<file path="src/rtl/riscv_ctrl_pkg.sv">
// Shared encodings for the multicycle RISC-V control unit: opcodes, FSM states,
// ALU operation and ALU B-source selects.
package riscv_ctrl_pkg;

  localparam logic [6:0] OPC_LD    = 7'b0000011;
  localparam logic [6:0] OPC_SD    = 7'b0100011;
  localparam logic [6:0] OPC_BR    = 7'b1100011;
  localparam logic [6:0] OPC_OPIMM = 7'b0010011;
  localparam logic [6:0] OPC_OP    = 7'b0110011;

  localparam logic [2:0] F3_BEQ = 3'b000;
  localparam logic [2:0] F3_BNE = 3'b001;

  typedef enum logic [2:0] {
    ST_FETCH  = 3'd0,
    ST_DECODE = 3'd1,
    ST_EXEC   = 3'd2,
    ST_MEM    = 3'd3,
    ST_WB     = 3'd4,
    ST_TRAP   = 3'd5
  } state_t;

  localparam logic [1:0] ALU_ADD   = 2'b00;
  localparam logic [1:0] ALU_SUB   = 2'b01;
  localparam logic [1:0] ALU_FUNCT = 2'b10;

  localparam logic [1:0] SRCB_REG   = 2'b00;
  localparam logic [1:0] SRCB_FOUR  = 2'b01;
  localparam logic [1:0] SRCB_IMM   = 2'b10;
  localparam logic [1:0] SRCB_SHIMM = 2'b11;

endpackage

</file>
<file path="src/rtl/riscv_ctrl_decode.sv">
// Combinational instruction classifier; anything not recognised is flagged illegal.
module riscv_ctrl_decode
  import riscv_ctrl_pkg::*;
#(
  parameter int BNE_EN = 1
) (
  input  logic [6:0] i_opcode,
  input  logic [2:0] i_funct3,
  output logic       o_is_ld,
  output logic       o_is_sd,
  output logic       o_is_br,
  output logic       o_is_op,
  output logic       o_is_opimm,
  output logic       o_illegal
);

  logic w_br_f3_ok;

  // Only BEQ, plus BNE when enabled, are valid branch flavours.
  assign w_br_f3_ok = (i_funct3 == F3_BEQ) || ((BNE_EN != 0) && (i_funct3 == F3_BNE));

  assign o_is_ld    = (i_opcode == OPC_LD);
  assign o_is_sd    = (i_opcode == OPC_SD);
  assign o_is_br    = (i_opcode == OPC_BR) && w_br_f3_ok;
  assign o_is_op    = (i_opcode == OPC_OP);
  assign o_is_opimm = (i_opcode == OPC_OPIMM);
  assign o_illegal  = !(o_is_ld || o_is_sd || o_is_br || o_is_op || o_is_opimm);

endmodule

</file>
<file path="src/rtl/riscv_mc_ctrl.sv">
// Multicycle RISC-V control sequencer with memory handshake stalls, illegal-opcode
// trap and retired-instruction counter.
module riscv_mc_ctrl
  import riscv_ctrl_pkg::*;
#(
  parameter int CNT_W         = 32,
  parameter int MEM_HANDSHAKE = 1,
  parameter int BNE_EN        = 1
) (
  input  logic             clock,
  input  logic             reset_n,
  input  logic [6:0]       opcode,
  input  logic [2:0]       funct3,
  input  logic             mem_ready,
  output logic [1:0]       alu_op,
  output logic             alu_src_a,
  output logic [1:0]       alu_src_b,
  output logic             mem_to_reg,
  output logic             mem_read,
  output logic             mem_write,
  output logic             i_or_d,
  output logic             reg_write,
  output logic             ir_write,
  output logic             pc_write,
  output logic             pc_write_cond,
  output logic             branch_ne,
  output logic             pc_source,
  output logic             halted,
  output logic [CNT_W-1:0] instret
);

  state_t           r_state;
  state_t           w_next_state;
  logic [CNT_W-1:0] r_instret;
  logic             w_rdy;
  logic             w_retire;
  logic             w_is_ld, w_is_sd, w_is_br, w_is_op, w_is_opimm, w_illegal;

  assign w_rdy = mem_ready || (MEM_HANDSHAKE == 0);

  riscv_ctrl_decode #(
    .BNE_EN(BNE_EN)
  ) u_decode (
    .i_opcode  (opcode),
    .i_funct3  (funct3),
    .o_is_ld   (w_is_ld),
    .o_is_sd   (w_is_sd),
    .o_is_br   (w_is_br),
    .o_is_op   (w_is_op),
    .o_is_opimm(w_is_opimm),
    .o_illegal (w_illegal)
  );

  always_ff @(posedge clock or negedge reset_n) begin
    if (!reset_n) r_state <= ST_FETCH;
    else          r_state <= w_next_state;
  end

  always_comb begin
    w_next_state = r_state;
    case (r_state)
      ST_FETCH:  if (w_rdy) w_next_state = ST_DECODE;
      ST_DECODE: w_next_state = w_illegal ? ST_TRAP : ST_EXEC;
      ST_EXEC: begin
        if (w_is_ld || w_is_sd)        w_next_state = ST_MEM;
        else if (w_is_br)              w_next_state = ST_FETCH;
        else if (w_is_op || w_is_opimm) w_next_state = ST_WB;
        else                           w_next_state = ST_TRAP;
      end
      ST_MEM:    if (w_rdy) w_next_state = w_is_sd ? ST_FETCH : ST_WB;
      ST_WB:     w_next_state = ST_FETCH;
      ST_TRAP:   w_next_state = ST_TRAP;
      default:   w_next_state = ST_TRAP;
    endcase
  end

  // An instruction retires on the transition that returns it to FETCH.
  assign w_retire = ((r_state == ST_EXEC) && w_is_br) ||
                    ((r_state == ST_MEM) && w_rdy && w_is_sd) ||
                    (r_state == ST_WB);

  always_ff @(posedge clock or negedge reset_n) begin
    if (!reset_n)      r_instret <= '0;
    else if (w_retire) r_instret <= r_instret + {{(CNT_W-1){1'b0}}, 1'b1};
  end

  assign instret = r_instret;

  always_comb begin
    alu_op        = ALU_ADD;
    alu_src_a     = 1'b0;
    alu_src_b     = SRCB_REG;
    mem_to_reg    = 1'b0;
    mem_read      = 1'b0;
    mem_write     = 1'b0;
    i_or_d        = 1'b0;
    reg_write     = 1'b0;
    ir_write      = 1'b0;
    pc_write      = 1'b0;
    pc_write_cond = 1'b0;
    branch_ne     = 1'b0;
    pc_source     = 1'b0;
    halted        = 1'b0;
    case (r_state)
      ST_FETCH: begin
        mem_read  = 1'b1;
        alu_src_b = SRCB_FOUR;
        ir_write  = w_rdy;
        pc_write  = w_rdy;
      end
      ST_DECODE: alu_src_b = SRCB_SHIMM;
      ST_EXEC: begin
        alu_src_a = 1'b1;
        if (w_is_ld || w_is_sd) begin
          alu_src_b = SRCB_IMM;
        end else if (w_is_br) begin
          alu_op        = ALU_SUB;
          pc_write_cond = 1'b1;
          pc_source     = 1'b1;
          branch_ne     = (funct3 == F3_BNE);
        end else if (w_is_op) begin
          alu_op = ALU_FUNCT;
        end else if (w_is_opimm) begin
          alu_op    = ALU_FUNCT;
          alu_src_b = SRCB_IMM;
        end
      end
      ST_MEM: begin
        i_or_d    = 1'b1;
        mem_read  = w_is_ld;
        mem_write = w_is_sd;
      end
      ST_WB: begin
        reg_write  = 1'b1;
        mem_to_reg = w_is_ld;
      end
      ST_TRAP: halted = 1'b1;
      default: ;
    endcase
    // Reset forces every control line low without waiting for a clock edge.
    if (!reset_n) begin
      alu_op        = ALU_ADD;
      alu_src_a     = 1'b0;
      alu_src_b     = SRCB_REG;
      mem_to_reg    = 1'b0;
      mem_read      = 1'b0;
      mem_write     = 1'b0;
      i_or_d        = 1'b0;
      reg_write     = 1'b0;
      ir_write      = 1'b0;
      pc_write      = 1'b0;
      pc_write_cond = 1'b0;
      branch_ne     = 1'b0;
      pc_source     = 1'b0;
      halted        = 1'b0;
    end
  end

endmodule
</file>
<file path="config.mk">
export PLATFORM = sky130hd
export DESIGN_NAME = riscv_mc_ctrl
export DESIGN_NICKNAME = d
export VERILOG_FILES = /design/src/rtl/riscv_ctrl_pkg.sv /design/src/rtl/riscv_ctrl_decode.sv /design/src/rtl/riscv_mc_ctrl.sv
export SDC_FILE = /design/constraint.sdc
export NUM_CORES = 1
export LEC_CHECK = 0
export ABC_AREA = 0
export CORE_MARGIN = 2
export CORE_UTILIZATION = 41
export CTS_BUF_LIST = sky130_fd_sc_hd__clkbuf_16
export DETAILED_ROUTE_END_ITERATION = 8
export GPL_TIMING_DRIVEN = 0
export PLACE_DENSITY = 0.74
export SYNTH_ARGS = -nofsm -noshare
export SYNTH_HDL_FRONTEND = slang
export SYNTH_SLANG_ARGS = --single-unit
</file>
<file path="constraint.sdc">
create_clock -name clock -period 6.5 [get_ports clock]
set_clock_uncertainty 0.2 [all_clocks]
set_input_delay 1.625 -clock clock [delete_from_list [all_inputs] [get_ports clock]]
set_output_delay 1.625 -clock clock [all_outputs]
set_load 0.03 [all_outputs]
</file>
======== Word level (Yosys, flattened, before mapping) ========
Cells that the tools add are included.
operators by class
  eq/ne operators ......................... 13
  multiplexer cells ....................... 43
  reduce and logical (&&, ||, !) cells .... 15
  $add $sub $neg .......................... 1
operators with widths
  operator                                             number
  adder 32 x 1 -> 32 bit, second input constant        1
  two-way mux 1 bit                                    24
  two-way mux 2 bit                                    10
  two-way mux 3 bit                                    6
  one-hot mux 3 bit (5 select lines)                   1
  equality test 7 x 6 -> 1 bit, second input constant  2
  logical OR 1 bit                                     8
  equality test 7 x 2 -> 1 bit, second input constant  1
  equality test 7 x 5 -> 1 bit, second input constant  1
  equality test 7 bit, second input constant           1
  equality test 3 x 1 -> 1 bit, second input constant  2
  equality test 3 x 2 -> 1 bit, second input constant  2
  equality test 3 bit, second input constant           2
  zero test 3 bit                                      2
  one-hot mux 2 bit (3 select lines)                   1
  logical AND 1 bit                                    4
  inequality test 2 bit, second input constant         2
  one-hot mux 1 bit (2 select lines)                   1
  AND reduction 2 bit                                  1
storage, ports and cells
  register bits after elaboration ......... 35
  logic and storage cells ................. 74
  output and inout port bits .............. 48

======== Logic depth before layout (Yosys ltp) ========
  word-level depth ........................ 8
  mapped depth ............................ 6
  gate-level depth less buffers ........... 5

======== Modules after synthesis ========
From an unflattened synthesis, not the netlist that was laid out.
second synthesis, totals
  cell total of the unflattened synthesis .. 224
  area, all modules ....................... 2,296.0 um^2
modules (own cells, without submodules)
  module             instances  area each (um^2)  cells each
  riscv_mc_ctrl      1          2,193.4           213
  riscv_ctrl_decode  1          102.6             11

======== Worst setup path after synthesis ========
No wires, ideal clock.
  kind .................................... input to output
  start point ............................. input port opcode[4]
  end point ............................... output port branch_ne
  arrival ................................. 3.356 ns
  stages on the path ...................... 4
  buffers on the path ..................... 0
  path slack .............................. 1.319 ns
  required time ........................... 4.675 ns
  cell sequence ........................... or4b_4 -> or2_2 -> nor2_1 -> and2_1
on the way
  word-level cells in the longest chain between the ends .. 6
  elaborated cells on any way between the ends .. 9
  those cells by class .................... 3 x eq/ne; 4 x mux; 2 x reduce/logical
ends and longest elaborated chain
  what                 line                     text
  start: declaration   riscv_mc_ctrl.sv:12      input logic [6:0] opcode,
  equality test 7 bit  riscv_ctrl_decode.sv:24  assign o_is_br = (i_opcode == OPC_BR) && w_br_f3_ok;
  logical AND 1 bit    riscv_ctrl_decode.sv:24
  two-way mux 1 bit    riscv_mc_ctrl.sv:116     end else if (w_is_br) begin
  two-way mux 1 bit *  riscv_mc_ctrl.sv:114     if (w_is_ld || w_is_sd) begin
  two-way mux 1 bit *  riscv_mc_ctrl.sv:104     case (r_state)
  two-way mux 1 bit *  riscv_mc_ctrl.sv:141     if (!reset_n) begin
  end: declaration     riscv_mc_ctrl.sv:26      output logic branch_ne,
Every way passes the cells marked *; elsewhere a longest branch is shown, timed or not.

======== Worst setup path in the final report ========
  start point ............................. input port reset_n
  end point ............................... output port branch_ne
on the way
  word-level cells in the longest chain between the ends .. 1
ends and longest elaborated chain
  what                line                  text
  start: declaration  riscv_mc_ctrl.sv:11   input logic reset_n,
  two-way mux 1 bit   riscv_mc_ctrl.sv:141
Every way passes these cells.

==> metrics.csv <==
stage;metric;value;unit
run_status;outcome;completed;
sta;rsz0062_at_grt;no;
grt;grt_antenna_before_repair;0;
placement;dp_slack;0.548;ns
sta;maxClockFrequency;169;MHz
die;dieArea;0.00555;mm^2
synthesis;avgSynthCellArea;9.95;um^2
detailed_routing;ant_nets;0;
placement;post_dp_cell_area;0.00272;mm^2
critical_path;worstRegToRegCells;6;
clock_tree;ctsHoldBuffers;0;
power;powerDensity;258;mW/mm^2
layout;drive_above_1_share;7.33;%
synthesis;ys_warn_count;0;
detailed_routing;drc;0;
layout;final_cell_mix;59 x clkdlybuf4s50_1, 35 x dfrtp_1, 31 x xnor2_1, 20 x o2111ai_1, 15 x nor2_1;
die;initial_core_util;42.9;%
critical_path;crit_path_start;reset_n;
critical_path;r2r-end;instret[13];
grt;top_usage_layer;met2;
clock_tree;cts_sinks;35;
sta;worst_pin_slew;0.807;ns
critical_path;r2r-start;r_state[0];
layout;antennaDiodeCount;0;
clock_tree;clk_pin_slew;0.05;ns
synthesis;syn-num-nets;219;
grt;use_met2;30.7;%
die;die_x;74.5;um
die;io_pins;61;
clock_tree;ctsResizeCount;0;
grt;grt_pass1_wl;8.20;mm
sta;maxSlewHeadroom;46.2;%
synthesis;synth_seq_cells;35;
critical_path;path_max_fanout;37;
critical_path;arrival;4.09;ns
grt;grt_util_met3;3.52;%
die;chipHeight;74.5;um
placement;port_buffers;60;
sta;setup_tns;0;ns
detailed_routing;first_iter_violations;48;
sta;finalSetupViolCount;0;
placement;gp_congestion;0.821;
sta;period_share;91.0;%
worst_hold_path;hp-start;instret[31];
grt;use_met1;26.2;%
detailed_routing;wire_per_inst;14.2;um
critical_path;reg2reg_slack;4.07;ns
detailed_routing;firstDrtPassIters;4;
layout;design_area;0.00286;mm^2
sta;final_hold_viol_count;0;
die;core;0.00475;mm^2
clock_tree;worstSkewPairLatency;0.27;ns
die;row_count;25;
critical_path;end_kind;primary output;
worst_hold_path;min_path_type;flop to flop;
placement;dp_hpwl;3.49;mm
sta;min_period;5.91;ns
detailed_routing;vias;1804;
synthesis;ys_seq_area_share;42.9;%
clock_tree;htreeDepth;2;
synthesis;syn_area;0.00204;mm^2
layout;num-nets-final;286;
sta;fin_ws;0.586;ns
job;drv_cap;0;
sta;slew_viol_final;0;
clock_tree;clockBufferDepth;2;
clock_tree;cts_buffers;5;
detailed_routing;drt-total-wl;4.84;mm
critical_path;crit_required;4.68;ns
power;p_leak;1.11;nW
clock_tree;cts_root_buf;clkbuf_16;
synthesis;synth_cell_types;40;
grt;grt_pass1_vias;1760;
clock_tree;cts_tree;yes;
grt;overflow;0;
power;peakVddDrop;0.193;mV
detailed_routing;via_per_inst;5.31;
synthesis;synth_cells;205;
critical_path;crit_type;input port to primary output;
critical_path;cp-endpoint;branch_ne;
critical_path;crit_path_start_kind;input port;
layout;utilization;60.1;%
grt;grt_use_total;18.8;%
clock_tree;cts_setup_buffers;0;
grt;grt_max_degree;38;
layout;area_growth;40.1;%
layout;layout_commonest_cell;clkdlybuf4s50_1;
==> worst max-delay path: stages <==
cell and delay, ns:
buf_2 0.61, nand2b_1 0.11, clkbuf_1 0.22, or3_1 0.43, nor2_1 0.24, and2_1 0.17
clkdlybuf4s50_1 0.66
==> metrics by stage <==
stage | hold slack (ns) | instances | total power [mW]
2_1_floorplan | 0.296 | 205 | 0.430
3_3_place_gp | 0.277 | 332 | 0.519
3_5_place_dp | 0.277 | 332 | 0.523
4_1_cts | 0.287 | 340 | 0.744
5_1_grt | 0.311 | 340 | 0.779
6_report | 0.284 | 340 | 0.737
==> registers in the layout, summed over array words and instances (netlist names) <==
| name | count |
|---|---|
| instret | 32 |
| r_state | 3 |
==> synthesized netlist by cell type <==
cell type / instances / area [um^2]
a2111o_1: 1 / 11.3
a2111oi_0: 1 / 8.76
a211oi_1: 2 / 15.0
a21o_1: 1 / 7.51
a21oi_1: 4 / 20.0
a311oi_1: 1 / 8.76
and2_1: 4 / 25.0
and3_1: 6 / 37.5
and4_1: 4 / 35.0
buf_2: 1 / 5.00
buf_4: 5 / 37.5
clkbuf_1: 10 / 37.5
dfrtp_1: 35 / 876
ha_1: 1 / 12.5
inv_1: 8 / 30.0
mux2_2: 1 / 11.3
nand2_1: 6 / 22.5
nand2b_1: 5 / 31.3
nand3_1: 5 / 25.0
nand4_1: 2 / 12.5
nand4b_1: 1 / 8.76
nand4bb_1: 1 / 11.3
nor2_1: 15 / 56.3
nor2b_1: 1 / 6.26
nor3_1: 3 / 15.0
nor3b_1: 1 / 7.51
nor4_1: 6 / 37.5
o2111ai_1: 20 / 175
o211ai_1: 5 / 37.5
o21a_1: 1 / 7.51
o21ai_0: 5 / 25.0
o21bai_1: 1 / 7.51
o22ai_1: 1 / 6.26
o31a_1: 1 / 8.76
o41ai_4: 1 / 27.5
or2_2: 3 / 18.8
or3_1: 3 / 18.8
or3b_2: 1 / 8.76
or4b_4: 1 / 13.8
xnor2_1: 31 / 272
==> how the worst min path moves through the flow <==
stage | to | slack, ns | cells past startpoint
after floorplan | r_state[1] | 0.30 | 1
after global placement | instret[9] | 0.28 | 1
after detailed placement | instret[31] | 0.28 | 1
after CTS | instret[31] | 0.29 | 1
after global routing | instret[9] | 0.31 | 1
final | instret[31] | 0.28 | 1
==> cell type report <==
class                   count  area (um^2)
fillers                   429         1900
clock inverters             3         12.5
well taps                  67         83.8
repair buffers             60          596
multi-input cells         146         1050
plain buffers              16         80.1
clock buffers               5          125
flip-flops and latches     35          876
inverters                   8         30.0
==> report_power, final <==
| group | internal (mW) | leakage (nW) | switching [mW] |
|---|---|---|---|
| sequential | 0.241 | 0.468 | 0.0272 |
| clock | 0.138 | 0.0762 | 0.0808 |
| combinational | 0.105 | 0.562 | 0.145 |
| total | 0.484 | 1.11 | 0.253 |
==> routing by layer <==
metal	vias to the layer above	wire [um]
met5	-	0
met3	5	169
met1	864	2330
met2	35	2320
met4	0	23
li1	900	-
==> kinds of logic after synthesis <==
kind of cell	Yosys count	share of synthesized area [%]
compound gates	45	18.0
buf+inv	24	5.40
simple gates	68	19.2
fa+ha+maj	1	0.613
flops	35	42.9
mux	1	0.552
xor+xnor	31	13.3
(Power assumes the default switching activity.)
==> edit 1, RTL diff (config.mk and constraints unchanged) <==
Reset style: synchronous (`reset_n`), changed in 2 clocked blocks.
--- a/src/rtl/riscv_mc_ctrl.sv
+++ b/src/rtl/riscv_mc_ctrl.sv
@@ -51,7 +51,7 @@
     .o_illegal (w_illegal)
   );
 
-  always_ff @(posedge clock or negedge reset_n) begin
+  always_ff @(posedge clock) begin
     if (!reset_n) r_state <= ST_FETCH;
     else          r_state <= w_next_state;
   end
@@ -79,7 +79,7 @@
                     ((r_state == ST_MEM) && w_rdy && w_is_sd) ||
                     (r_state == ST_WB);
 
-  always_ff @(posedge clock or negedge reset_n) begin
+  always_ff @(posedge clock) begin
     if (!reset_n)      r_instret <= '0;
     else if (w_retire) r_instret <= r_instret + {{(CNT_W-1){1'b0}}, 1'b1};
   end
Formal check against the unedited RTL: differs if reset_n is asserted again (counterexample within 4 cycles, from zero or initial values and one cycle with reset_n low); with reset_n held inactive, the same outputs for 10 cycles.
==> edit 1 against the original RTL <==
- hold slack improved by 0.012 ns
- die area is 0.40% higher
- count of clock-buffer cells in the layout did not move
- synthesized cell count rose by 32%
- worst setup slack lost 0.036 ns
- sequential cell count stayed put
- first-iteration DRC count rose to 3.3 times the old value
- global-route usage increased by 3.5 points
- synthesized area grew 0.43%
- design area up 0.57%
- critical path type unchanged
- wire length grew 23%
Power is not compared: it rests on default switching activity, and its combinational part moved more than twofold at a synthesized area within 25%.
==> edit 1: results (changes against the original RTL) <==
Clock latency at the later pin of the worst-skew pair -> 0.28 ns
Sequential element share of the synthesized area -> 34.2% (-8.7 points)
Hold crit path type -> reg -> reg
Top cells by count, synth -> a21oi_1, dfxtp_1, nand2_1
Sequential Power -> 223 uW
Total number of vias -> 2328 (+29%)
Hold_sp -> instret[31]
Share of flip-flops with an asynchronous set or reset -> 0% (-100 points)
Tot GR Track Use -> 22.3% (+3.5 points)
ANT cells -> 0 (unchanged)
Beginning of the critical path -> reset_n
Top cells by area, synth -> dfxtp_1, a21oi_1, or4_1
Gp weighted congestion -> 0.861 (+4.9%)
Synth unique cells -> 37 (-7.5%)
Max FO, Critical Path -> 7 (-81%)
Postcts setup bufs -> 0 (unchanged)
Layout Nets -> 352 (+23%)
Hold path endpoint -> instret[31]
Post-CTS sizing -> 0 (unchanged)
WL final -> 5.96 mm (+23%)
Rel. slew slack -> 44.5% (-1.7 points)
# fillers -> 437 (+1.9%)
R2R setup slack -> 3.88 ns (-0.19 ns)
Status -> finished clean
Max clock buf depth -> 2 (unchanged)
CTS clk-pin slew, worst paths -> 0.06 ns
Drt pass-1 iters -> 4 (unchanged)
Crit Reg-Reg Startpoint -> instret[4]
Main synth FF type -> dfxtp_1
Layout cells sized above 1 -> 5.90% (-1.4 points)
Number of global-route vias before repair -> 2081 (+18%)
Post-Syn Nets -> 285 (+30%)
Leakage -> 0.891 nW
Data arrival, critical path -> 4.13 ns (+0.04 ns)
First-pass GRT wire length -> 9.76 mm (+19%)
Hold depth -> 2 (+1)
Top delay family on crit path -> buffers and inverters
Worst R2R Path Depth -> 5 (-1)
Input/output buffers -> 60 (unchanged)
Starting DRT DRC Count -> 160 (+230%)
Post-DP HPWL -> 4.29 mm (+23%)
Ys Warns -> 0 (unchanged)
Worst r2r dst -> instret[22]
Largest net degree at the start of global routing -> 12 (-68%)
Slowest stage cell, crit path -> clkdlybuf4s50_1
H-Tree Depth -> 2 (unchanged)
Root Driver -> clkbuf_16
edit 1: cell count changes in the layout (fill, tap and decap cells not counted), moves of 10 or more:
cell	delta
or4_1	+15
o31ai_1	+14
or3_1	+11
nand2_1	+21
xnor2_1	-31
nand3_1	+10
dfxtp_1	+35
o2111ai_1	-20
a21oi_1	+35
dfrtp_1	-35
o21ai_0	+16
edit 1: layout make-up:
cell class / instances / area share, %
Multi-Input combinational cell: 213 / 42.7
Sequential cell: 35 / 24.4
Timing Repair Buffer: 60 / 20.9
Clock buffer: 5 / 4.36
Buffer: 17 / 3.40
Tap cell: 67 / 2.92
Inverter: 6 / 0.784
Clock inverter: 3 / 0.523
edit 1: through the flow:
stage          std cells  worst slack [ns]  util [%]  hold slack, ns  instance area [um2]
4_1_cts              406             0.566      60.0           0.297                 2870
5_1_grt              406             0.300      60.0           0.330                 2870
6_report             406             0.550      60.0           0.296                 2870
3_3_place_gp         398             0.616      57.1           0.282                 2730
2_1_floorplan        271              1.11         -           0.403                 2050
3_5_place_dp         398             0.563      57.1           0.286                 2730
edit 1: logic make-up after synthesis:
kind of cell / share of synthesized area [%]
flops: 34.2
simple gates: 35.6
xor+xnor: 0.855
compound gates: 22.4
mux: 0.489
fa+ha+maj: 0.611
buf+inv: 5.86
edit 1: worst max-delay path by stage:
stage / to / slack (ns) / depth (start not counted)
final: branch_ne / 0.55 / 7
after CTS: branch_ne / 0.57 / 7
after global placement: branch_ne / 0.62 / 7
after detailed placement: branch_ne / 0.56 / 7
after global routing: branch_ne / 0.30 / 7
after floorplan: branch_ne / 1.11 / 5
edit 1: metal layers:
metal  routed length, um  vias up  GRT usage (%)
li1                    -     1150              -
met5                   0        -              0
met1                2750     1083           30.1
met3                 364       11           4.55
met4                  78        0           7.94
met2                2770       84           35.6
==> edit 2, RTL diff (same settings) <==
Without the edit above. Set the parameter `CNT_W` to 40 (it was 32).
--- a/src/rtl/riscv_mc_ctrl.sv
+++ b/src/rtl/riscv_mc_ctrl.sv
@@ -3,7 +3,7 @@
 module riscv_mc_ctrl
   import riscv_ctrl_pkg::*;
 #(
-  parameter int CNT_W         = 32,
+  parameter int CNT_W         = 40,
   parameter int MEM_HANDSHAKE = 1,
   parameter int BNE_EN        = 1
 ) (
Interface: changed (resized instret); port bits go from 61 to 69. The function was not compared with the original's and may differ.
==> edit 2 against the original RTL <==
- worst setup slack improved by 0.18 ns
- synthesized cell count rose by 20%
- die area rose by 14%
- design area rose by 14%
- sequential cell count rose by 8
- critical path depth did not move
- wire length rose by 19%
- core utilization fell by 1.0 points
- critical path type unchanged
- via count rose by 18%
- sequential share of layout area rose by 2.4 points
- synthesized area rose by 14%
- critical endpoint is now mem_read
- largest cell class unchanged
Power is not compared: it rests on default switching activity, and its combinational part moved more than twofold at a synthesized area within 25%.
==> edit 2: results (changes against the original RTL) <==
Status -> finished clean
Max FO, Critical Path -> 7 (-81%)
IR drop worst, VDD -> 103 uV
Drt wl/cell -> 14.6 um (+2.9%)
Hold path endpoint -> instret[39]
Post-DP HPWL -> 4.28 mm (+23%)
Top cells by area, synth -> dfrtp_1, xor2_1, nand4_1
Input/output buffers -> 67 (+12%)
Tot GR Track Use -> 18.7% (about the same)
Top cells by count, synth -> dfrtp_1, xor2_1, nor3_1
Largest net degree at the start of global routing -> 36 (-5.3%)
First-pass GRT wire length -> 9.37 mm (+14%)
R2R setup slack -> 3.82 ns (-0.25 ns)
Starting DRT DRC Count -> 202 (+320%)
CTS clk-pin slew, worst paths -> 0.06 ns
Layout cells sized above 1 -> 5.92% (-1.4 points)
Via/cell ratio -> 5.41 (+2.0%)
Place WS -> 0.793 ns (+0.245 ns)
Worst r2r dst -> instret[32]
Hold_sp -> instret[39]
# fillers -> 484 (+13%)
Sequential element share of the synthesized area -> 46.1% (+3.2 points)
DP Cell Count -> 385 (+16%)
Number of global-route vias before repair -> 1969 (+12%)
Crit Reg-Reg Startpoint -> instret[6]
Gp weighted congestion -> 0.893 (+8.8%)
Data arrival, critical path -> 3.91 ns (-0.18 ns)
Rel. slew slack -> 49.7% (+3.5 points)
==> edit 2: how the worst max path moves through the flow <==
| stage | from | to | slack, ns | cells past startpoint |
|---|---|---|---|---|
| 2_1_floorplan | opcode[2] | mem_to_reg | 1.60 | 3 |
| 3_3_place_gp | reset_n | mem_write | -0.39 | 4 |
| 3_5_place_dp | opcode[2] | mem_read | 0.79 | 7 |
| 4_1_cts | opcode[2] | mem_read | 0.78 | 7 |
| 5_1_grt | opcode[2] | mem_read | 0.63 | 7 |
| 6_report | opcode[2] | mem_read | 0.76 | 7 |
==> edit 2: cell type report <==
| cell class | count | area (um2) | area share [%] |
|---|---|---|---|
| Inverter | 4 | 15.0 | 0.462 |
| Multi-Input combinational cell | 185 | 1160 | 35.8 |
| Buffer | 13 | 77.6 | 2.39 |
| Sequential cell | 43 | 1080 | 33.1 |
| Timing Repair Buffer | 68 | 686 | 21.1 |
| Tap cell | 72 | 90.1 | 2.77 |
| Clock inverter | 3 | 16.3 | 0.500 |
| Clock buffer | 5 | 125 | 3.85 |
==> edit 2: per-layer routing <==
layer | part of all wire (%) | vias to the layer above | global-route usage (%)
met3 | 6.8 | 9 | 3.85
met5 | 0 | - | 0
li1 | - | 1031 | -
met4 | 1.4 | 0 | 5.69
met2 | 48 | 74 | 30.0
met1 | 44 | 1012 | 25.6
==> edit 2: through the flow <==
stage | cell area, um2 | power (mW)
2_1_floorplan | 2330 | 0.280
3_3_place_gp | 3090 | 0.297
3_5_place_dp | 3110 | 0.298
4_1_cts | 3250 | 0.537
5_1_grt | 3250 | 0.550
6_report | 3250 | 0.531
==> edit 2: logic make-up after synthesis <==
family | count (synthesis) | share of synthesized area [%]
AO/OA/AOI/OAI | 15 | 4.45
XOR/XNOR | 39 | 14.6
buffers and inverters | 17 | 3.97
flip-flops | 43 | 46.1
AND/OR/NAND/NOR | 130 | 30.3
adder cells (fa/ha/maj) | 1 | 0.536
==> edit 2: where the power goes <==
group          switching, mW  total (mW)  internal (mW)
sequential          0.000784       0.269          0.268
combinational         0.0125      0.0235         0.0110
clock                 0.0983       0.238          0.140
==> edit 2: worst max-delay path: stages <==
cell	delay, ns
clkdlybuf4s50_1	0.43
nand4bb_1	0.38
or3_1	0.48
nor3_1	0.16
nor2_1	0.07
nor2_1	0.09
clkdlybuf4s50_1	0.68
